## src/rtl/sram_port_arbiter_pkg.sv

```systemverilog
// Shared definitions for the SRAM port arbiter: source ids, default sizing
// and the forwarded command bundle.
package sram_port_arbiter_pkg;

    localparam logic SRC_INST = 1'b0;
    localparam logic SRC_DATA = 1'b1;

    localparam int DEFAULT_DEPTH        = 4;
    localparam int DEFAULT_STARVE_LIMIT = 4;

    typedef struct packed {
        logic        wr;
        logic [3:0]  wstrb;
        logic [31:0] addr;
        logic [31:0] wdata;
    } mem_cmd_t;

endpackage

```

## src/rtl/sram_port_arbiter_if.sv

```systemverilog
// SRAM-like request/response channel; master issues requests, slave accepts
// them and returns data in order.
interface sram_port_arbiter_if;

    logic        req;
    logic        wr;
    logic [3:0]  wstrb;
    logic [31:0] addr;
    logic [31:0] wdata;
    logic        addr_ok;
    logic        data_ok;
    logic [31:0] rdata;

    modport master (output req, wr, wstrb, addr, wdata,
                    input  addr_ok, data_ok, rdata);
    modport slave  (input  req, wr, wstrb, addr, wdata,
                    output addr_ok, data_ok, rdata);

endinterface

```

## src/rtl/sram_port_arbiter_arb_order_fifo.sv

```systemverilog
// In-order source-id tracker: 1-bit wide synchronous FIFO of DEPTH entries
// (power of two); pointers wrap naturally at log2(DEPTH) bits.
module arb_order_fifo
    import sram_port_arbiter_pkg::*;
#(
    parameter int DEPTH = DEFAULT_DEPTH
) (
    input  logic clk,
    input  logic rst,
    input  logic push,
    input  logic pop,
    input  logic din,
    output logic full,
    output logic empty,
    output logic head
);

    localparam int AW = $clog2(DEPTH);

    logic [DEPTH-1:0] slots_r;
    logic [AW-1:0]    wr_ptr_r;
    logic [AW-1:0]    rd_ptr_r;
    logic [AW:0]      count_r;
    logic             push_ok_s;
    logic             pop_ok_s;

    assign full      = (count_r == (AW+1)'(DEPTH));
    assign empty     = (count_r == {(AW+1){1'b0}});
    assign head      = slots_r[rd_ptr_r];
    assign push_ok_s = push && !full;
    assign pop_ok_s  = pop && !empty;

    // Storage, pointers and occupancy count.
    always_ff @(posedge clk) begin
        if (rst) begin
            slots_r  <= {DEPTH{1'b0}};
            wr_ptr_r <= {AW{1'b0}};
            rd_ptr_r <= {AW{1'b0}};
            count_r  <= {(AW+1){1'b0}};
        end else begin
            if (push_ok_s) begin
                slots_r[wr_ptr_r] <= din;
                wr_ptr_r          <= wr_ptr_r + {{(AW-1){1'b0}}, 1'b1};
            end
            if (pop_ok_s) begin
                rd_ptr_r <= rd_ptr_r + {{(AW-1){1'b0}}, 1'b1};
            end
            case ({push_ok_s, pop_ok_s})
                2'b10:   count_r <= count_r + {{AW{1'b0}}, 1'b1};
                2'b01:   count_r <= count_r - {{AW{1'b0}}, 1'b1};
                default: count_r <= count_r;
            endcase
        end
    end

endmodule

```

## src/rtl/sram_port_arbiter_chk.sv

```systemverilog
// Protocol checker for the arbiter, compiled only when ARB_ASSERT_EN is
// defined: flags a response arriving with nothing outstanding.
`ifdef ARB_ASSERT_EN
module sram_port_arbiter_chk (
    input logic clk,
    input logic rst,
    input logic mem_data_ok,
    input logic fifo_empty
);

    a_no_orphan_resp: assert property (@(posedge clk) disable iff (rst)
        !(mem_data_ok && fifo_empty))
        else $error("response with no outstanding request");

endmodule
`endif

```

## src/rtl/sram_port_arbiter.sv

```systemverilog
// Shares one SRAM-like port between instruction fetch and load/store with
// zero-latency grant and in-order response routing. ARB_STARVE_GUARD_EN
// enables the inst anti-starvation counter; ARB_ASSERT_EN adds the checker.
module sram_port_arbiter
    import sram_port_arbiter_pkg::*;
#(
    parameter int DEPTH        = DEFAULT_DEPTH,
    parameter int STARVE_LIMIT = DEFAULT_STARVE_LIMIT
) (
    input  logic                 clk,
    input  logic                 rst,
    sram_port_arbiter_if.slave   inst_bus,
    sram_port_arbiter_if.slave   data_bus,
    sram_port_arbiter_if.master  mem_bus
);

    logic     lock_valid_r;
    logic     lock_src_r;
    logic     prefer_inst_s;
    logic     grant_src_s;
    logic     grant_req_s;
    logic     mem_req_s;
    logic     accept_s;
    logic     resp_s;
    logic     fifo_full_s;
    logic     fifo_empty_s;
    logic     fifo_head_s;
    mem_cmd_t cmd_s;
    logic     unused_inst_fields_s;

    // Instruction fetches never write; their write fields are dropped.
    assign unused_inst_fields_s = ^{inst_bus.wr, inst_bus.wstrb, inst_bus.wdata};

`ifdef ARB_STARVE_GUARD_EN
    localparam int SW = $clog2(STARVE_LIMIT + 1);
    logic [SW-1:0] starve_cnt_r;

    assign prefer_inst_s = (starve_cnt_r == SW'(STARVE_LIMIT));

    // Count data wins over a waiting fetch; saturates until inst is served.
    always_ff @(posedge clk) begin
        if (rst) begin
            starve_cnt_r <= {SW{1'b0}};
        end else if (accept_s && (grant_src_s == SRC_INST)) begin
            starve_cnt_r <= {SW{1'b0}};
        end else if (accept_s && inst_bus.req && !prefer_inst_s) begin
            starve_cnt_r <= starve_cnt_r + {{(SW-1){1'b0}}, 1'b1};
        end else begin
            starve_cnt_r <= starve_cnt_r;
        end
    end
`else
    logic unused_starve_s;
    assign unused_starve_s = (STARVE_LIMIT != 0);
    assign prefer_inst_s   = 1'b0;
`endif

    // Grant: a presented-but-refused request keeps the port so its fields hold.
    always_comb begin
        grant_src_s = SRC_INST;
        if (lock_valid_r) begin
            grant_src_s = lock_src_r;
        end else if (prefer_inst_s && inst_bus.req) begin
            grant_src_s = SRC_INST;
        end else if (data_bus.req) begin
            grant_src_s = SRC_DATA;
        end else begin
            grant_src_s = SRC_INST;
        end
    end

    assign grant_req_s = (grant_src_s == SRC_DATA) ? data_bus.req : inst_bus.req;
    assign mem_req_s   = grant_req_s && !fifo_full_s && !rst;
    assign accept_s    = mem_req_s && mem_bus.addr_ok;
    assign resp_s      = mem_bus.data_ok && !fifo_empty_s && !rst;

    // Forwarded command; idle port drives zeros.
    always_comb begin
        cmd_s = '0;
        if (!mem_req_s) begin
            cmd_s = '0;
        end else if (grant_src_s == SRC_DATA) begin
            cmd_s = '{wr: data_bus.wr, wstrb: data_bus.wstrb,
                      addr: data_bus.addr, wdata: data_bus.wdata};
        end else begin
            cmd_s = '{wr: 1'b0, wstrb: 4'h0, addr: inst_bus.addr, wdata: 32'h0};
        end
    end

    assign mem_bus.req   = mem_req_s;
    assign mem_bus.wr    = cmd_s.wr;
    assign mem_bus.wstrb = cmd_s.wstrb;
    assign mem_bus.addr  = cmd_s.addr;
    assign mem_bus.wdata = cmd_s.wdata;

    assign inst_bus.addr_ok = accept_s && (grant_src_s == SRC_INST);
    assign data_bus.addr_ok = accept_s && (grant_src_s == SRC_DATA);
    assign inst_bus.data_ok = resp_s && (fifo_head_s == SRC_INST);
    assign data_bus.data_ok = resp_s && (fifo_head_s == SRC_DATA);
    assign inst_bus.rdata   = inst_bus.data_ok ? mem_bus.rdata : 32'h0;
    assign data_bus.rdata   = data_bus.data_ok ? mem_bus.rdata : 32'h0;

    // Lock tracking for requests the port has not yet accepted.
    always_ff @(posedge clk) begin
        if (rst) begin
            lock_valid_r <= 1'b0;
            lock_src_r   <= SRC_INST;
        end else if (accept_s) begin
            lock_valid_r <= 1'b0;
            lock_src_r   <= lock_src_r;
        end else if (mem_req_s) begin
            lock_valid_r <= 1'b1;
            lock_src_r   <= grant_src_s;
        end else begin
            lock_valid_r <= lock_valid_r;
            lock_src_r   <= lock_src_r;
        end
    end

    arb_order_fifo #(.DEPTH(DEPTH)) u_order_fifo (
        .clk   (clk),
        .rst   (rst),
        .push  (accept_s),
        .pop   (resp_s),
        .din   (grant_src_s),
        .full  (fifo_full_s),
        .empty (fifo_empty_s),
        .head  (fifo_head_s)
    );

`ifdef ARB_ASSERT_EN
    sram_port_arbiter_chk u_chk (
        .clk         (clk),
        .rst         (rst),
        .mem_data_ok (mem_bus.data_ok),
        .fifo_empty  (fifo_empty_s)
    );
`endif

endmodule
```

## src/flat_wrapper.sv

```systemverilog
// flat-port wrapper written by rule: the top's interface ports become plain ports
module sram_port_arbiter_flat import sram_port_arbiter_pkg::*;
#(
    parameter int DEPTH        = DEFAULT_DEPTH,
    parameter int STARVE_LIMIT = DEFAULT_STARVE_LIMIT
)
  (clk, rst, inst_bus_req, inst_bus_wr, inst_bus_wstrb, inst_bus_addr, inst_bus_wdata, inst_bus_addr_ok, inst_bus_data_ok, inst_bus_rdata, data_bus_req, data_bus_wr, data_bus_wstrb, data_bus_addr, data_bus_wdata, data_bus_addr_ok, data_bus_data_ok, data_bus_rdata, mem_bus_req, mem_bus_wr, mem_bus_wstrb, mem_bus_addr, mem_bus_wdata, mem_bus_addr_ok, mem_bus_data_ok, mem_bus_rdata);
  sram_port_arbiter_if inst_bus_i ();
  sram_port_arbiter_if data_bus_i ();
  sram_port_arbiter_if mem_bus_i ();
  input  logic clk;
  input  logic rst;
  input wire logic [$bits(inst_bus_i.req)-1:0] inst_bus_req;
  input wire logic [$bits(inst_bus_i.wr)-1:0] inst_bus_wr;
  input wire logic [$bits(inst_bus_i.wstrb)-1:0] inst_bus_wstrb;
  input wire logic [$bits(inst_bus_i.addr)-1:0] inst_bus_addr;
  input wire logic [$bits(inst_bus_i.wdata)-1:0] inst_bus_wdata;
  output wire logic [$bits(inst_bus_i.addr_ok)-1:0] inst_bus_addr_ok;
  output wire logic [$bits(inst_bus_i.data_ok)-1:0] inst_bus_data_ok;
  output wire logic [$bits(inst_bus_i.rdata)-1:0] inst_bus_rdata;
  input wire logic [$bits(data_bus_i.req)-1:0] data_bus_req;
  input wire logic [$bits(data_bus_i.wr)-1:0] data_bus_wr;
  input wire logic [$bits(data_bus_i.wstrb)-1:0] data_bus_wstrb;
  input wire logic [$bits(data_bus_i.addr)-1:0] data_bus_addr;
  input wire logic [$bits(data_bus_i.wdata)-1:0] data_bus_wdata;
  output wire logic [$bits(data_bus_i.addr_ok)-1:0] data_bus_addr_ok;
  output wire logic [$bits(data_bus_i.data_ok)-1:0] data_bus_data_ok;
  output wire logic [$bits(data_bus_i.rdata)-1:0] data_bus_rdata;
  output wire logic [$bits(mem_bus_i.req)-1:0] mem_bus_req;
  output wire logic [$bits(mem_bus_i.wr)-1:0] mem_bus_wr;
  output wire logic [$bits(mem_bus_i.wstrb)-1:0] mem_bus_wstrb;
  output wire logic [$bits(mem_bus_i.addr)-1:0] mem_bus_addr;
  output wire logic [$bits(mem_bus_i.wdata)-1:0] mem_bus_wdata;
  input wire logic [$bits(mem_bus_i.addr_ok)-1:0] mem_bus_addr_ok;
  input wire logic [$bits(mem_bus_i.data_ok)-1:0] mem_bus_data_ok;
  input wire logic [$bits(mem_bus_i.rdata)-1:0] mem_bus_rdata;
  assign inst_bus_i.req = inst_bus_req;
  assign inst_bus_i.wr = inst_bus_wr;
  assign inst_bus_i.wstrb = inst_bus_wstrb;
  assign inst_bus_i.addr = inst_bus_addr;
  assign inst_bus_i.wdata = inst_bus_wdata;
  assign inst_bus_addr_ok = inst_bus_i.addr_ok;
  assign inst_bus_data_ok = inst_bus_i.data_ok;
  assign inst_bus_rdata = inst_bus_i.rdata;
  assign data_bus_i.req = data_bus_req;
  assign data_bus_i.wr = data_bus_wr;
  assign data_bus_i.wstrb = data_bus_wstrb;
  assign data_bus_i.addr = data_bus_addr;
  assign data_bus_i.wdata = data_bus_wdata;
  assign data_bus_addr_ok = data_bus_i.addr_ok;
  assign data_bus_data_ok = data_bus_i.data_ok;
  assign data_bus_rdata = data_bus_i.rdata;
  assign mem_bus_req = mem_bus_i.req;
  assign mem_bus_wr = mem_bus_i.wr;
  assign mem_bus_wstrb = mem_bus_i.wstrb;
  assign mem_bus_addr = mem_bus_i.addr;
  assign mem_bus_wdata = mem_bus_i.wdata;
  assign mem_bus_i.addr_ok = mem_bus_addr_ok;
  assign mem_bus_i.data_ok = mem_bus_data_ok;
  assign mem_bus_i.rdata = mem_bus_rdata;
  sram_port_arbiter #(.DEPTH(DEPTH), .STARVE_LIMIT(STARVE_LIMIT)) u_core (.clk(clk), .rst(rst), .inst_bus(inst_bus_i), .data_bus(data_bus_i), .mem_bus(mem_bus_i));
endmodule
```

## config.mk

```make
export PLATFORM = sky130hd
export DESIGN_NAME = sram_port_arbiter_flat
export DESIGN_NICKNAME = d
export VERILOG_FILES = /design/src/rtl/sram_port_arbiter_pkg.sv /design/src/rtl/sram_port_arbiter_if.sv /design/src/rtl/sram_port_arbiter_arb_order_fifo.sv /design/src/rtl/sram_port_arbiter_chk.sv /design/src/rtl/sram_port_arbiter.sv /design/src/flat_wrapper.sv
export SDC_FILE = /design/constraint.sdc
export NUM_CORES = 1
export LEC_CHECK = 0
export CORE_AREA = 2 2 121 123
export DETAILED_ROUTE_END_ITERATION = 8
export DIE_AREA = 0 0 123 125
export HOLD_SLACK_MARGIN = 0.02
export SYNTH_ARGS = -nofsm -noshare
export SYNTH_HDL_FRONTEND = slang
export SYNTH_HIERARCHICAL = 1
export SYNTH_SLANG_ARGS = --single-unit
```

## constraint.sdc

```tcl
create_clock -name clk -period 5.05 [get_ports clk]
set_clock_uncertainty 0.15 [all_clocks]
set_input_delay 1.515 -clock clk [delete_from_list [all_inputs] [get_ports clk]]
set_output_delay 1.515 -clock clk [all_outputs]
set_load 0.03 [all_outputs]
```

# Word level (Yosys, flattened, before mapping)
# Index checks and enable logic that the tools add are counted.
# word_totals
regBits,13
input_bits,176
# op_classes
add_sub_neg,4
n_lt_le_gt_ge,3
eq_ne,3
muxes,13
bitwise_logic,3
reduce_logical,19
# ops
cell,n
$mux W69,2
$mux W32,2
$logic_and A1 B1 Y1,12
$lt A2 B3 Y1 const B,2
$pmux W3 S2,1
$mux W1,5
$add A2 B1 Y2 const B,2
$bwmux W4,1
$add A3 B1 Y3 const B,1
$eq A3 B3 Y1 const B,1
$logic_not A1 Y1,3
$logic_not A3 Y1,1
$not A1 Y1,3
$sub A3 B1 Y3 const B,1
$bmux W1 S2,1
$demux W1 S2,1
$eq A2 B1 Y1 const B,1
$eq A2 B2 Y1 const B,1
$ge A2 B1 Y1 const B,1
$reduce_and A2 Y1,1
$reduce_bool A2 Y1,1
$reduce_or A2 Y1,1

# Logic depth before layout (Yosys ltp)
# Gate-level depths: netlist (run 1).
# depth
ltp_word,9
depth_mapped,15
mapped_depth_nobuf,12

# By module
# The synthesis (run 1) kept the hierarchy.
# by_module_without_submodules
module,instances,cells_each,area_each_um2,seq_area_each_um2
sram_port_arbiter,1,242,1433.9,40.0
arb_order_fifo,1,65,606.8,220.2

# Worst setup path before layout (run 1)
# Ideal clock, no wire load.
# synth_path
path_type,input -> output
from,input port data_bus_req
to,output port data_bus_addr_ok
t_arrival_ps,2828
required_time_ps,3385
slack_ps,557
stages,4
path_buffers,1
cell_sequence,mux2i_1 a2111o_1 buf_2 nor3_1
# synth_between
elab_chain_cells,7
# synth_rtl
element,line,text
from (decl),flat_wrapper.sv:21,input wire logic [$bits(data_bus_i.req)-1:0] data_bus_req;
$mux W1,sram_port_arbiter.sv:65,end else if (data_bus.req) begin
$mux W1,sram_port_arbiter.sv:61,if (lock_valid_r) begin
$mux W1,sram_port_arbiter.sv:72,assign grant_req_s = (grant_src_s == SRC_DATA) ? data_bus.req : inst_bus.req;
$logic_and A1 B1 Y1 (2 in a row),sram_port_arbiter.sv:73,assign mem_req_s = grant_req_s && !fifo_full_s && !rst;
$logic_and A1 B1 Y1,sram_port_arbiter.sv:74,assign accept_s = mem_req_s && mem_bus.addr_ok;
$logic_and A1 B1 Y1 *,sram_port_arbiter.sv:97,assign data_bus.addr_ok = accept_s && (grant_src_s == SRC_DATA);
to (decl),flat_wrapper.sv:26,output wire logic [$bits(data_bus_i.addr_ok)-1:0] data_bus_addr_ok;
# Mark *: on every way between the ends. The rest lies on a longest branch, timed or not.

# Worst setup path after layout (run 1)
# layout_path
from,input port data_bus_req
to,output port mem_bus_addr[5]
# layout_between
elab_chain_cells,6
elab_cells_between_ends,7
# layout_rtl
element,line,text
$mux W1,sram_port_arbiter.sv:65,
$mux W1,sram_port_arbiter.sv:61,
$mux W1,sram_port_arbiter.sv:72,
$logic_and A1 B1 Y1 (2 in a row),sram_port_arbiter.sv:73,
$mux W69 *,sram_port_arbiter.sv:80,if (!mem_req_s) begin
to (decl),flat_wrapper.sv:32,output wire logic [$bits(mem_bus_i.addr)-1:0] mem_bus_addr;
# Marks and branches as above.

==> results of run 1 <==
per-stage QoR:
step                      cells  power [µW]  worst slack [ns]
after floorplan             307         293             0.557
final                       760         641            0.0879
after detailed placement    756         495            0.0730
after CTS                   760         649            0.0621
after global placement      756         491            0.0930
after global routing        760         678          0.000314
layout make-up:
type / instances / area, µm² / share of cell area
Timing Repair Buffer: 289 / 2590 / 0.537
Multi-Input combinational cell: 258 / 1620 / 0.336
Sequential cell: 13 / 260 / 0.0539
Tap cell: 184 / 230 / 0.0477
Clock buffer: 4 / 78.8 / 0.0163
Inverter: 12 / 45.0 / 0.00933
power by group:
group	internal (µW)	total [µW]	switching, µW
combinational	192	380	188
clock	106	150	43.7
sequential	107	111	4.16
flip-flops by register name, indices dropped and copies added, names as in the netlist:
name                          count
u_core/u_order_fifo/slots_r       4
u_core/u_order_fifo/count_r       3
u_core/lock_valid_r               1
u_core/u_order_fifo/rd_ptr_r      2
u_core/u_order_fifo/wr_ptr_r      2
u_core/lock_src_r                 1
cell families after synthesis:
group	count (synthesis)
simple gates	197
compound gates	43
buf+inv	36
flops	13
mux	9
fa+ha+maj	6
xor+xnor	3
synth_stat cells, types with 4 or more instances:
cell,number,area share
sky130_fd_sc_hd__and3_1,32,0.098
sky130_fd_sc_hd__ha_1,5,0.031
sky130_fd_sc_hd__a21oi_1,6,0.015
sky130_fd_sc_hd__dfxtp_1,13,0.13
sky130_fd_sc_hd__clkbuf_1,17,0.031
sky130_fd_sc_hd__buf_2,4,0.0098
sky130_fd_sc_hd__and2_1,70,0.21
sky130_fd_sc_hd__inv_1,10,0.018
sky130_fd_sc_hd__nor2_1,9,0.017
sky130_fd_sc_hd__nand3_1,4,0.0098
sky130_fd_sc_hd__nand2_1,65,0.12
sky130_fd_sc_hd__nand2b_1,5,0.015
sky130_fd_sc_hd__a21oi_2,29,0.12
sky130_fd_sc_hd__mux2i_1,6,0.029
layout by cell type, fill, tap and decap left out, drive strengths merged:
cell type / instances
xor2: 3
fa: 1
clkdlybuf4s50: 138
o31ai: 2
mux4: 1
a2111o: 1
nor3b: 1
a21oi: 35
nand2b: 5
clkbuf: 4
nand2: 65
o21ai: 3
nand3: 4
ha: 5
nor3: 3
nor4b: 1
dfxtp: 13
and3: 32
or3b: 1
a221oi: 1
inv: 12
o211a: 1
mux2i: 6
and2: 71
nor2: 9
nand4b: 1
and2b: 1
buf: 151
or3: 2
mux2: 2
nor2b: 1
final timing paths:
check / startpoint / end / depth (start not counted)
setup / recovery: data_bus_req / mem_bus_addr[5] / 6
hold / removal: u_core/u_order_fifo/slots_r[3] / u_core/u_order_fifo/slots_r[3] / 2
setup reg to reg: u_core/u_order_fifo/count_r[2] / u_core/u_order_fifo/count_r[2] / 12
hold reg to reg: u_core/u_order_fifo/slots_r[3] / u_core/u_order_fifo/slots_r[3] / 2
layer usage:
| metal | wire length, µm | global-route usage | up-vias |
|---|---|---|---|
| met3 | 650 | 0.0128 | 8 |
| met5 | 0 | 0 | - |
| met2 | 5070 | 0.227 | 132 |
| li1 | - | - | 1542 |
| met1 | 3590 | 0.125 | 1390 |
| met4 | 117 | 0.0267 | 0 |
worst reg2reg max path, stage by stage (launching register included):
cell and delay [ns]:
sky130_fd_sc_hd__dfxtp_1 0.38, sky130_fd_sc_hd__or3b_1 0.48, sky130_fd_sc_hd__inv_1 0.11, sky130_fd_sc_hd__a2111o_2 0.18
sky130_fd_sc_hd__nor2_1 0.08, sky130_fd_sc_hd__and2_4 0.15, sky130_fd_sc_hd__inv_1 0.05, sky130_fd_sc_hd__ha_1 0.18
sky130_fd_sc_hd__inv_1 0.06, sky130_fd_sc_hd__fa_1 0.37, sky130_fd_sc_hd__xor2_1 0.15, sky130_fd_sc_hd__or3_1 0.32
sky130_fd_sc_hd__a21oi_1 0.15
==> impl_table.tex, run 1 <==
\begin{tabular}{lr}
\hline
Metric & Value \\
\hline
\multicolumn{2}{l}{\textbf{Floorplan}} \\
\quad Die span in x & 123 µm \\
\quad Vertical die dimension & 125 µm \\
\quad Initial standard-cell utilization of the core & 0.144 \\
\quad Std-Cell Core Area & 14,200 µm² \\
\quad Top-level I/O count & 314 \\
\quad Number of cell rows & 44 \\
\quad Total die area & 15,400 µm² \\
\multicolumn{2}{l}{\textbf{Synth}} \\
\quad Asr flop ratio synth & 0 \\
\quad Number of nets produced by synthesis & 489 \\
\quad Fraction of the mapped netlist area in simple logic gates & 0.517 \\
\quad Post-synthesis mux area share & 0.0533 \\
\quad Yosys cell types & 35 \\
\quad Prevailing post-synth register cell & sky130\_fd\_sc\_hd\_\_dfxtp\_1 \\
\quad Largest family of logic cells by synthesized area & simple AND/OR/NAND/NOR gates \\
\quad Post-Syn Instances & 307 \\
\quad Fraction of the mapped netlist area in compound gates & 0.169 \\
\quad Post-Synth Adder-Cell Area & 0.0405 \\
\quad Number of flops mapped to enable cells by yosys & 0 \\
\quad Sequential share of the synthesized area & 0.128 \\
\quad Avg Synthesized Cell Area & 6.65 µm² \\
\quad Yosys warns & 6 \\
\quad Post-synthesis share of cell area spent on xor and xnor gates & 0.0129 \\
\quad Number of register bits inferred by synthesis & 13 \\
\quad Post-synthesis cell area & 2040 µm² \\
\multicolumn{2}{l}{\textbf{Worst setup path}} \\
\quad Setup crit end kind & output port \\
\quad Setup CP Type & in -> out \\
\quad Arrival time at the worst endpoint & 3.30 ns \\
\quad Critical path cell sequence & clkdlybuf4s50\_1 -> mux2i\_1 -> a2111o\_2 -> buf\_4 -> a21oi\_2 -> buf\_4 \\
\quad Count of buffering cells on the critical path with inverters included & 3 \\
\quad Setup slack, reg-to-reg & 2.18 ns \\
\quad Cell with the largest stage delay on the worst path & sky130\_fd\_sc\_hd\_\_clkdlybuf4s50\_1 \\
\quad Kind of start point of the critical path & input port \\
\quad Crit path max fanout & 14 \\
\quad Worst endpoint required time & 3.39 ns \\
\quad Most common cell on crit path & sky130\_fd\_sc\_hd\_\_buf\_4 \\
\quad Gate family responsible for the most delay along the worst path & buffers and inverters \\
\quad CP max stage delay & 0.57 ns \\
\multicolumn{2}{l}{\textbf{Pwr}} \\
\quad Worst supply voltage drop on vdd & 0.0990 mV \\
\quad PwrDens & 133 nW/µm² \\
\quad Leak Pwr & 0.00233 µW \\
\multicolumn{2}{l}{\textbf{Layout}} \\
\quad Count of filler cells inserted in the layout & 1,496 \\
\quad Post-route cell area & 4830 µm² \\
\quad Number of antenna repair diodes & 0 \\
\quad Share of final-layout standard cells stronger than drive strength 1 & 0.333 \\
\quad Growth of design area from synthesis to finish & 137\% \\
\quad Nets@finish & 759 \\
\quad Post-layout utilization of the core & 0.340 \\
\multicolumn{2}{l}{\textbf{STA}} \\
\quad Number of slew-limit violations in the final report & 0 \\
\quad Final setup TNS & 0 ns \\
\quad Relative max-transition margin & 0.661 \\
\quad Final Setup Violations & 0 \\
\quad RSZ-0062 raised after global routing & false \\
\quad Highest Clock Rate & 202 MHz \\
\quad Share of the cycle needed by the critical path after routing & 0.983 \\
\quad Final-report hold violation count & 0 \\
\quad Post-layout min period & 4.96 ns \\
\quad WHS & 0.323 ns \\
\quad Slew at the pin closest to its max-slew limit & 0.509 ns \\
\multicolumn{2}{l}{\textbf{Placed design}} \\
\quad Post-DP HPWL & 7950 µm \\
\quad GPL Wtd Cong & 0.799 \\
\quad Count of input and output buffers & 276 \\
\quad Post-DP Area & 4750 µm² \\
\multicolumn{2}{l}{\textbf{Global route}} \\
\quad Wire length of the first global-routing pass & 14,500 µm \\
\quad Maximum number of pins on one net before global-route repair & 38 \\
\quad Overflow after GRT & 0 \\
\quad Vias in the first global route & 3,065 \\
\quad Overall track demand over capacity in global routing & 0.114 \\
\quad Number of antenna violations at the first check in global routing & 0 \\
\multicolumn{2}{l}{\textbf{CTS}} \\
\quad CTS H-tree depth & 1 \\
\quad Bufs on Longest Clock Path & 2 \\
\quad TritonCTS clock tree & done \\
\quad Buffer cell driving the clock tree root & sky130\_fd\_sc\_hd\_\_clkbuf\_16 \\
\quad Post-CTS clock slew at the launch and capture registers of the worst setup and hold paths & 0.04 ns \\
\quad Number of sinks driven by the clock tree & 13 \\
\quad Post-CTS Hold Buffers & 0 \\
\quad Quantity of gates resized following cts & 0 \\
\quad Latest clock arrival within the worst-skew pair & 0.24 ns \\
\quad Buffer count from post-CTS setup fixing & 0 \\
\quad Inserted Clock Buffers & 3 \\
\multicolumn{2}{l}{\textbf{Drt}} \\
\quad Count of routing violations after the opening detailed-route iteration & 89 \\
\quad Routed vias & 3,072 \\
\quad Detail-routed via count per cell & 4.04 \\
\quad Post-DRT Antenna Nets & 0 \\
\quad First-pass DRT Iterations & 4 \\
\quad Average wire per standard cell & 12.4 µm \\
\quad Final wirelength & 9430 µm \\
\quad DRC violation count after routing & 0 \\
\multicolumn{2}{l}{\textbf{Status}} \\
\quad Run status & finished clean \\
\multicolumn{2}{l}{\textbf{Min path}} \\
\quad Min-delay worst type & reg -> reg \\
\multicolumn{2}{l}{\textbf{Flow run}} \\
\quad Max-capacitance violation count & 0 \\
\hline
\end{tabular}
No activity file was read; power rests on OpenSTA's default activity.
==> inputs of run 2 (changes only) <==
--- a/config.mk
+++ b/config.mk
@@ -10,4 +10,5 @@
 export DIE_AREA = 0 0 123 125
 export HOLD_SLACK_MARGIN = 0.02
+export SKIP_LAST_GASP = 1
 export SYNTH_ARGS = -nofsm -noshare
 export SYNTH_HDL_FRONTEND = slang
--- a/constraint.sdc
+++ b/constraint.sdc
@@ -3,3 +3,3 @@
 set_input_delay 1.515 -clock clk [delete_from_list [all_inputs] [get_ports clk]]
 set_output_delay 1.515 -clock clk [all_outputs]
-set_load 0.03 [all_outputs]
+set_load 0.005 [all_outputs]
==> impl_table.tex, run 2 (synthesis results as in run 1) <==
\begin{tabular}{lr}
\hline
Metric & Value \\
\hline
\multicolumn{2}{l}{\textbf{Layout}} \\
\quad Top Registers & u\_core/u\_order\_fifo/slots\_r (4), u\_core/u\_order\_fifo/count\_r (3) \\
\quad Most frequent standard cell in the layout excluding fill and tap cells & sky130\_fd\_sc\_hd\_\_clkdlybuf4s50\_1 \\
\quad Post-layout utilization of the core & 0.372 \\
\quad Largest register FFs & 4 \\
\quad Register with the most flip-flops & u\_core/u\_order\_fifo/slots\_r \\
\quad Number of antenna repair diodes & 0 \\
\quad Nets@finish & 769 \\
\quad Growth of design area from synthesis to finish & 159\% \\
\quad Count of filler cells inserted in the layout & 1,416 \\
\quad Share of final-layout standard cells stronger than drive strength 1 & 0.109 \\
\quad Leading cell types in the layout, fill and taps excluded & sky130\_fd\_sc\_hd\_\_clkdlybuf4s50\_1, sky130\_fd\_sc\_hd\_\_and2\_1, sky130\_fd\_sc\_hd\_\_nand2\_1 \\
\quad Post-route cell area & 5280 µm² \\
\multicolumn{2}{l}{\textbf{Worst setup path}} \\
\quad Crit path max fanout & 9 \\
\quad Setup slack, reg-to-reg & 1.94 ns \\
\quad Count of buffering cells on the critical path with inverters included & 3 \\
\quad Worst endpoint required time & 3.39 ns \\
\quad CP max stage delay & 0.56 ns \\
\quad Arrival time at the worst endpoint & 3.23 ns \\
\quad Setup CP Type & in -> out \\
\quad Kind of start point of the critical path & input port \\
\quad Cell with the largest stage delay on the worst path & sky130\_fd\_sc\_hd\_\_a2111o\_2 \\
\quad Critical path cell sequence & dlygate4sd2\_1 -> a2111o\_2 -> buf\_6 -> a21oi\_2 -> clkdlybuf4s50\_1 \\
\quad Setup crit end kind & output port \\
\quad Gate family responsible for the most delay along the worst path & buffers and inverters \\
\multicolumn{2}{l}{\textbf{Pwr}} \\
\quad Net Sw Power & 166 µW \\
\quad Power share of the sequential group & 0.187 \\
\quad Worst supply voltage drop on vdd & 0.0651 mV \\
\quad PwrDens & 113 nW/µm² \\
\quad Int Power & 428 µW \\
\quad Fraction of power spent switching nets & 0.280 \\
\quad Combinational power share & 0.561 \\
\quad Leak Pwr & 0.00223 µW \\
\quad Portion of total power attributed to the clock network & 0.251 \\
\multicolumn{2}{l}{\textbf{STA}} \\
\quad Highest Clock Rate & 204 MHz \\
\quad Relative max-transition margin & 0.658 \\
\quad Share of the cycle needed by the critical path after routing & 0.970 \\
\quad Post-layout min period & 4.90 ns \\
\quad RSZ-0062 raised after global routing & false \\
\quad Final-report hold violation count & 0 \\
\quad Number of slew-limit violations in the final report & 0 \\
\quad Slew at the pin closest to its max-slew limit & 0.509 ns \\
\quad Final Setup Violations & 0 \\
\multicolumn{2}{l}{\textbf{Drt}} \\
\quad Detail-routed via count per cell & 4.02 \\
\quad DRC violation count after routing & 0 \\
\quad Average wire per standard cell & 13.0 µm \\
\quad First-pass DRT Iterations & 4 \\
\quad Final wirelength & 9990 µm \\
\quad Routed vias & 3,094 \\
\quad Post-DRT Antenna Nets & 0 \\
\quad Count of routing violations after the opening detailed-route iteration & 96 \\
\multicolumn{2}{l}{\textbf{Placed design}} \\
\quad Post-DP HPWL & 8310 µm \\
\quad Count of input and output buffers & 276 \\
\quad GPL Wtd Cong & 0.847 \\
\quad Post-DP Area & 5110 µm² \\
\multicolumn{2}{l}{\textbf{CTS}} \\
\quad Buffer cell driving the clock tree root & sky130\_fd\_sc\_hd\_\_clkbuf\_16 \\
\quad Post-CTS Hold Buffers & 0 \\
\quad Latest clock arrival within the worst-skew pair & 0.24 ns \\
\quad Post-CTS clock slew at the launch and capture registers of the worst setup and hold paths & 0.04 ns \\
\quad Number of sinks driven by the clock tree & 13 \\
\quad Bufs on Longest Clock Path & 2 \\
\quad TritonCTS clock tree & done \\
\quad CTS H-tree depth & 1 \\
\quad Inserted Clock Buffers & 3 \\
\multicolumn{2}{l}{\textbf{Floorplan}} \\
\quad Die span in x & 123 µm \\
\quad Top-level I/O count & 314 \\
\quad Initial standard-cell utilization of the core & 0.144 \\
\quad Vertical die dimension & 125 µm \\
\quad Number of cell rows & 44 \\
\quad Std-Cell Core Area & 14,200 µm² \\
\quad Total die area & 15,400 µm² \\
\multicolumn{2}{l}{\textbf{Flow run}} \\
\quad Max-capacitance violation count & 0 \\
\multicolumn{2}{l}{\textbf{Global route}} \\
\quad Vias in the first global route & 3,088 \\
\quad Maximum number of pins on one net before global-route repair & 38 \\
\quad Overall track demand over capacity in global routing & 0.120 \\
\quad Number of antenna violations at the first check in global routing & 0 \\
\quad Overflow after GRT & 0 \\
\quad Wire length of the first global-routing pass & 15,000 µm \\
\multicolumn{2}{l}{\textbf{Status}} \\
\quad Run status & finished clean \\
\multicolumn{2}{l}{\textbf{Min path}} \\
\quad Min-delay worst type & reg -> reg \\
\hline
\end{tabular}
run 2: cell types whose count changed in the layout (fill, tap and decap cells not counted), sizes merged:
cell	change
buf	-130
clkbuf	+2
dlygate4sd2	+5
dlymetal6s2s	+6
clkdlybuf4s50	+127
run 2: timing repair:
item	in CTS	in global routing
gates resized for setup	6	7
pin swaps	1	1
buffers inserted	0	1
gates cloned	0	3
setup endpoints to repair	72	32
run 2: final timing paths:
check | startpoint | end | depth (start not counted)
hold / removal | u_core/u_order_fifo/slots_r[2] | u_core/u_order_fifo/slots_r[2] | 2
hold reg to reg | u_core/u_order_fifo/slots_r[2] | u_core/u_order_fifo/slots_r[2] | 2
setup / recovery | rst | mem_bus_addr[9] | 5
setup reg to reg | u_core/u_order_fifo/count_r[2] | u_core/u_order_fifo/count_r[2] | 13
run 2: cell type report:
type	count	area, µm²	area share
Timing Repair Buffer	299	3040	0.575
Multi-Input combinational cell	258	1630	0.309
Sequential cell	13	260	0.0493
Tap cell	184	230	0.0436
Clock buffer	4	78.8	0.0149
Inverter	12	45.0	0.00853
run 2: routing by layer:
layer | GRT usage | part of all wire | up-vias
met5 | 0 | 0 | -
met4 | 0.0361 | 0.018 | 0
met3 | 0.0242 | 0.079 | 14
met2 | 0.237 | 0.53 | 148
met1 | 0.124 | 0.37 | 1370
li1 | - | - | 1562
run 2: tightest hold or removal path: cells and delay by family, from the launching register on:
family / cells / cell delay (ns)
flops: 1 / 0.31
simple gates: 1 / 0.06
mux: 1 / 0.06
run 2: stage by stage:
step           total power (µW)  setup WS [ns]  cells  hold WS (ns)  TNS, ns
2_1_floorplan               219          0.997    307         0.299        0
3_3_place_gp                436         -0.112    762         0.315    -3.23
3_5_place_dp                441         -0.130    762         0.319    -4.01
4_1_cts                     590        -0.0821    766         0.335    -1.43
5_1_grt                     631         0.0346    770         0.358        0
6_report                    594          0.152    770         0.330        0
run 2: power by group through the flow:
stage,combinational [µW],sequential [µW],clock (µW)
finish,334,111,149
CTS,328,111,151
floorplan,107,112,0
detailed placement,327,113,0
global placement,324,112,0
global route,362,112,157
==> inputs of run 3 (changes only) <==
- GPL_TIMING_DRIVEN: not set -> 0
- SLEW_MARGIN: not set -> 10
==> impl_table.tex, run 3 (synthesis results as in run 1) <==
\begin{tabular}{lr}
\hline
Metric & Value \\
\hline
\multicolumn{2}{l}{\textbf{Drt}} \\
\quad Average wire per standard cell & 13.3 µm \\
\quad Count of routing violations after the opening detailed-route iteration & 86 \\
\quad Post-DRT Antenna Nets & 0 \\
\quad Routed vias & 3,123 \\
\quad First-pass DRT Iterations & 4 \\
\quad Detail-routed via count per cell & 4.05 \\
\quad DRC violation count after routing & 0 \\
\quad Final wirelength & 10,300 µm \\
\multicolumn{2}{l}{\textbf{Worst setup path}} \\
\quad Logic depth of the worst register-to-register path & 15 \\
\quad Crit path max fanout & 10 \\
\quad Setup slack, reg-to-reg & 1.86 ns \\
\quad Arrival time at the worst endpoint & 3.25 ns \\
\quad Crit Reg-Reg Endpoint & u\_core/u\_order\_fifo/count\_r[2] \\
\quad Setup CP Type & in -> out \\
\quad Worst endpoint required time & 3.39 ns \\
\quad Reg2Reg Launch Point & u\_core/u\_order\_fifo/count\_r[2] \\
\quad Kind of start point of the critical path & input port \\
\quad Setup crit end kind & output port \\
\multicolumn{2}{l}{\textbf{Placed design}} \\
\quad Place WS & -0.536 ns \\
\quad Count of input and output buffers & 276 \\
\quad Post-DP Area & 5030 µm² \\
\quad GPL Wtd Cong & 0.857 \\
\quad Post-DP HPWL & 8980 µm \\
\quad Post-placement cell count & 767 \\
\multicolumn{2}{l}{\textbf{Layout}} \\
\quad Number of antenna repair diodes & 0 \\
\quad Filler-free cell count of the finished design & 772 \\
\quad Growth of design area from synthesis to finish & 153\% \\
\quad Count of filler cells inserted in the layout & 1,502 \\
\quad Footprint of the flip-flops and latches & 260 µm² \\
\quad Largest register FFs & 4 \\
\quad Share of final-layout standard cells stronger than drive strength 1 & 0.109 \\
\quad Post-route cell area & 5160 µm² \\
\quad Leading cell types in the layout, fill and taps excluded & sky130\_fd\_sc\_hd\_\_clkdlybuf4s50\_1, sky130\_fd\_sc\_hd\_\_and2\_1, sky130\_fd\_sc\_hd\_\_nand2\_1 \\
\quad Most frequent standard cell in the layout excluding fill and tap cells & sky130\_fd\_sc\_hd\_\_clkdlybuf4s50\_1 \\
\quad Top Registers & u\_core/u\_order\_fifo/slots\_r (4), u\_core/u\_order\_fifo/count\_r (3) \\
\quad Register with the most flip-flops & u\_core/u\_order\_fifo/slots\_r \\
\quad Area occupied by multi-input gates & 1650 µm² \\
\quad Nets@finish & 771 \\
\multicolumn{2}{l}{\textbf{Min path}} \\
\quad Worst Min Path Start & u\_core/u\_order\_fifo/slots\_r[3] \\
\quad Min-delay worst type & reg -> reg \\
\quad Endpoint of the worst hold-timing path & u\_core/u\_order\_fifo/slots\_r[3] \\
\quad Number of cells traversed by the worst hold path & 2 \\
\multicolumn{2}{l}{\textbf{CTS}} \\
\quad Number of sinks driven by the clock tree & 13 \\
\quad Post-CTS clock slew at the launch and capture registers of the worst setup and hold paths & 0.04 ns \\
\quad TritonCTS clock tree & done \\
\quad CTS H-tree depth & 1 \\
\quad Inserted Clock Buffers & 3 \\
\quad Latest clock arrival within the worst-skew pair & 0.24 ns \\
\quad Bufs on Longest Clock Path & 2 \\
\quad Buffer cell driving the clock tree root & sky130\_fd\_sc\_hd\_\_clkbuf\_16 \\
\quad Post-CTS Hold Buffers & 0 \\
\multicolumn{2}{l}{\textbf{Global route}} \\
\quad Overall track demand over capacity in global routing & 0.125 \\
\quad Overflow after GRT & 0 \\
\quad Busiest metal layer after global routing & met2 \\
\quad Vias in the first global route & 3,289 \\
\quad Routing usage on met1 & 0.130 \\
\quad Number of antenna violations at the first check in global routing & 0 \\
\quad Maximum number of pins on one net before global-route repair & 12 \\
\quad Met3 GRT Util & 0.0237 \\
\quad Met2 Track Usage GR & 0.246 \\
\quad Wire length of the first global-routing pass & 15,700 µm \\
\multicolumn{2}{l}{\textbf{Pwr}} \\
\quad Combinational power share & 0.550 \\
\quad PwrDens & 112 nW/µm² \\
\quad Int Power & 414 µW \\
\quad Leak Pwr & 0.00210 µW \\
\quad Total power & 579 µW \\
\quad Net Sw Power & 166 µW \\
\quad Fraction of power spent switching nets & 0.286 \\
\quad Worst supply voltage drop on vdd & 0.0837 mV \\
\quad Portion of total power attributed to the clock network & 0.257 \\
\quad Power share of the sequential group & 0.193 \\
\multicolumn{2}{l}{\textbf{STA}} \\
\quad WHS & 0.331 ns \\
\quad Final-report hold violation count & 0 \\
\quad RSZ-0062 raised after global routing & true \\
\quad Post-layout min period & 4.92 ns \\
\quad Number of slew-limit violations in the final report & 0 \\
\quad Final Setup Violations & 0 \\
\quad Relative max-transition margin & 0.674 \\
\quad Post-route setup slack & 0.135 ns \\
\quad Share of the cycle needed by the critical path after routing & 0.973 \\
\quad Highest Clock Rate & 203 MHz \\
\quad Slew at the pin closest to its max-slew limit & 0.485 ns \\
\multicolumn{2}{l}{\textbf{Floorplan}} \\
\quad Total die area & 15,400 µm² \\
\quad Initial standard-cell utilization of the core & 0.144 \\
\quad Top-level I/O count & 314 \\
\quad Number of cell rows & 44 \\
\quad Die span in x & 123 µm \\
\quad Vertical die dimension & 125 µm \\
\quad Std-Cell Core Area & 14,200 µm² \\
\multicolumn{2}{l}{\textbf{Status}} \\
\quad Run status & finished clean \\
\multicolumn{2}{l}{\textbf{Flow run}} \\
\quad Max-capacitance violation count & 0 \\
\hline
\end{tabular}
run 3: cell types whose count changed in the layout (fill, tap and decap cells not counted), moves of 3 or more:
cell	before	now
sky130_fd_sc_hd__clkbuf_1	1	5
sky130_fd_sc_hd__clkdlybuf4s50_1	265	268
sky130_fd_sc_hd__dlymetal6s2s_1	6	0
sky130_fd_sc_hd__buf_12	4	0
sky130_fd_sc_hd__buf_2	0	3
sky130_fd_sc_hd__clkbuf_2	0	14
sky130_fd_sc_hd__buf_4	15	1
run 3: layout make-up:
class	instances	share of cell area
timing repair buffer	277	0.535
sequential	13	0.0505
inverter	12	0.00874
tap	184	0.0446
buffer	24	0.0272
clock buffer	4	0.0153
multi-input combinational	258	0.319
run 3: power groups by stage:
stage	sequential, µW	clock (µW)	combinational, µW
final	112	149	319
after global routing	112	157	346
after CTS	111	153	320
after detailed placement	113	0	317
after global placement	112	0	312
after floorplan	112	0	107
run 3: repair_timing:
item / in CTS / in global routing
gates cloned: 0 / 0
endpoints found under the setup margin: 134 / 101
pin swaps: 2 / 0
buffers inserted: 1 / 0
resized for setup: 20 / 17
run 3: worst max-delay path by stage:
stage                     from                  to  slack [ns]
3_3_place_gp               rst  inst_bus_rdata[13]       -0.48
3_5_place_dp               rst  inst_bus_rdata[20]       -0.54
4_1_cts           data_bus_req     mem_bus_addr[6]       0.007
6_report       mem_bus_data_ok  inst_bus_rdata[20]        0.13
5_1_grt                    rst    mem_bus_wdata[9]       -0.03
2_1_floorplan     data_bus_req    mem_bus_addr[23]         1.0
run 3: worst max-delay path, stage by stage:
cell	delay [ns]
sky130_fd_sc_hd__clkdlybuf4s50_1	0.45
sky130_fd_sc_hd__nor3b_4	0.19
sky130_fd_sc_hd__and2b_2	0.22
sky130_fd_sc_hd__clkbuf_2	0.20
sky130_fd_sc_hd__and2_1	0.15
sky130_fd_sc_hd__clkdlybuf4s50_1	0.52
run 3: per-stage QoR:
| stage | util | setup TNS (ns) |
|---|---|---|
| floorplan | - | 0 |
| global placement | 0.354 | -38.14 |
| detailed placement | 0.354 | -42.49 |
| CTS | 0.362 | 0 |
| global route | 0.363 | -0.113 |
| finish | 0.363 | 0 |
run 3: layer usage:
| layer | routed length, µm | part of all wire |
|---|---|---|
| met3 | 841 | 0.082 |
| met5 | 0 | 0 |
| met2 | 5430 | 0.53 |
| met1 | 3820 | 0.37 |
| met4 | 206 | 0.020 |
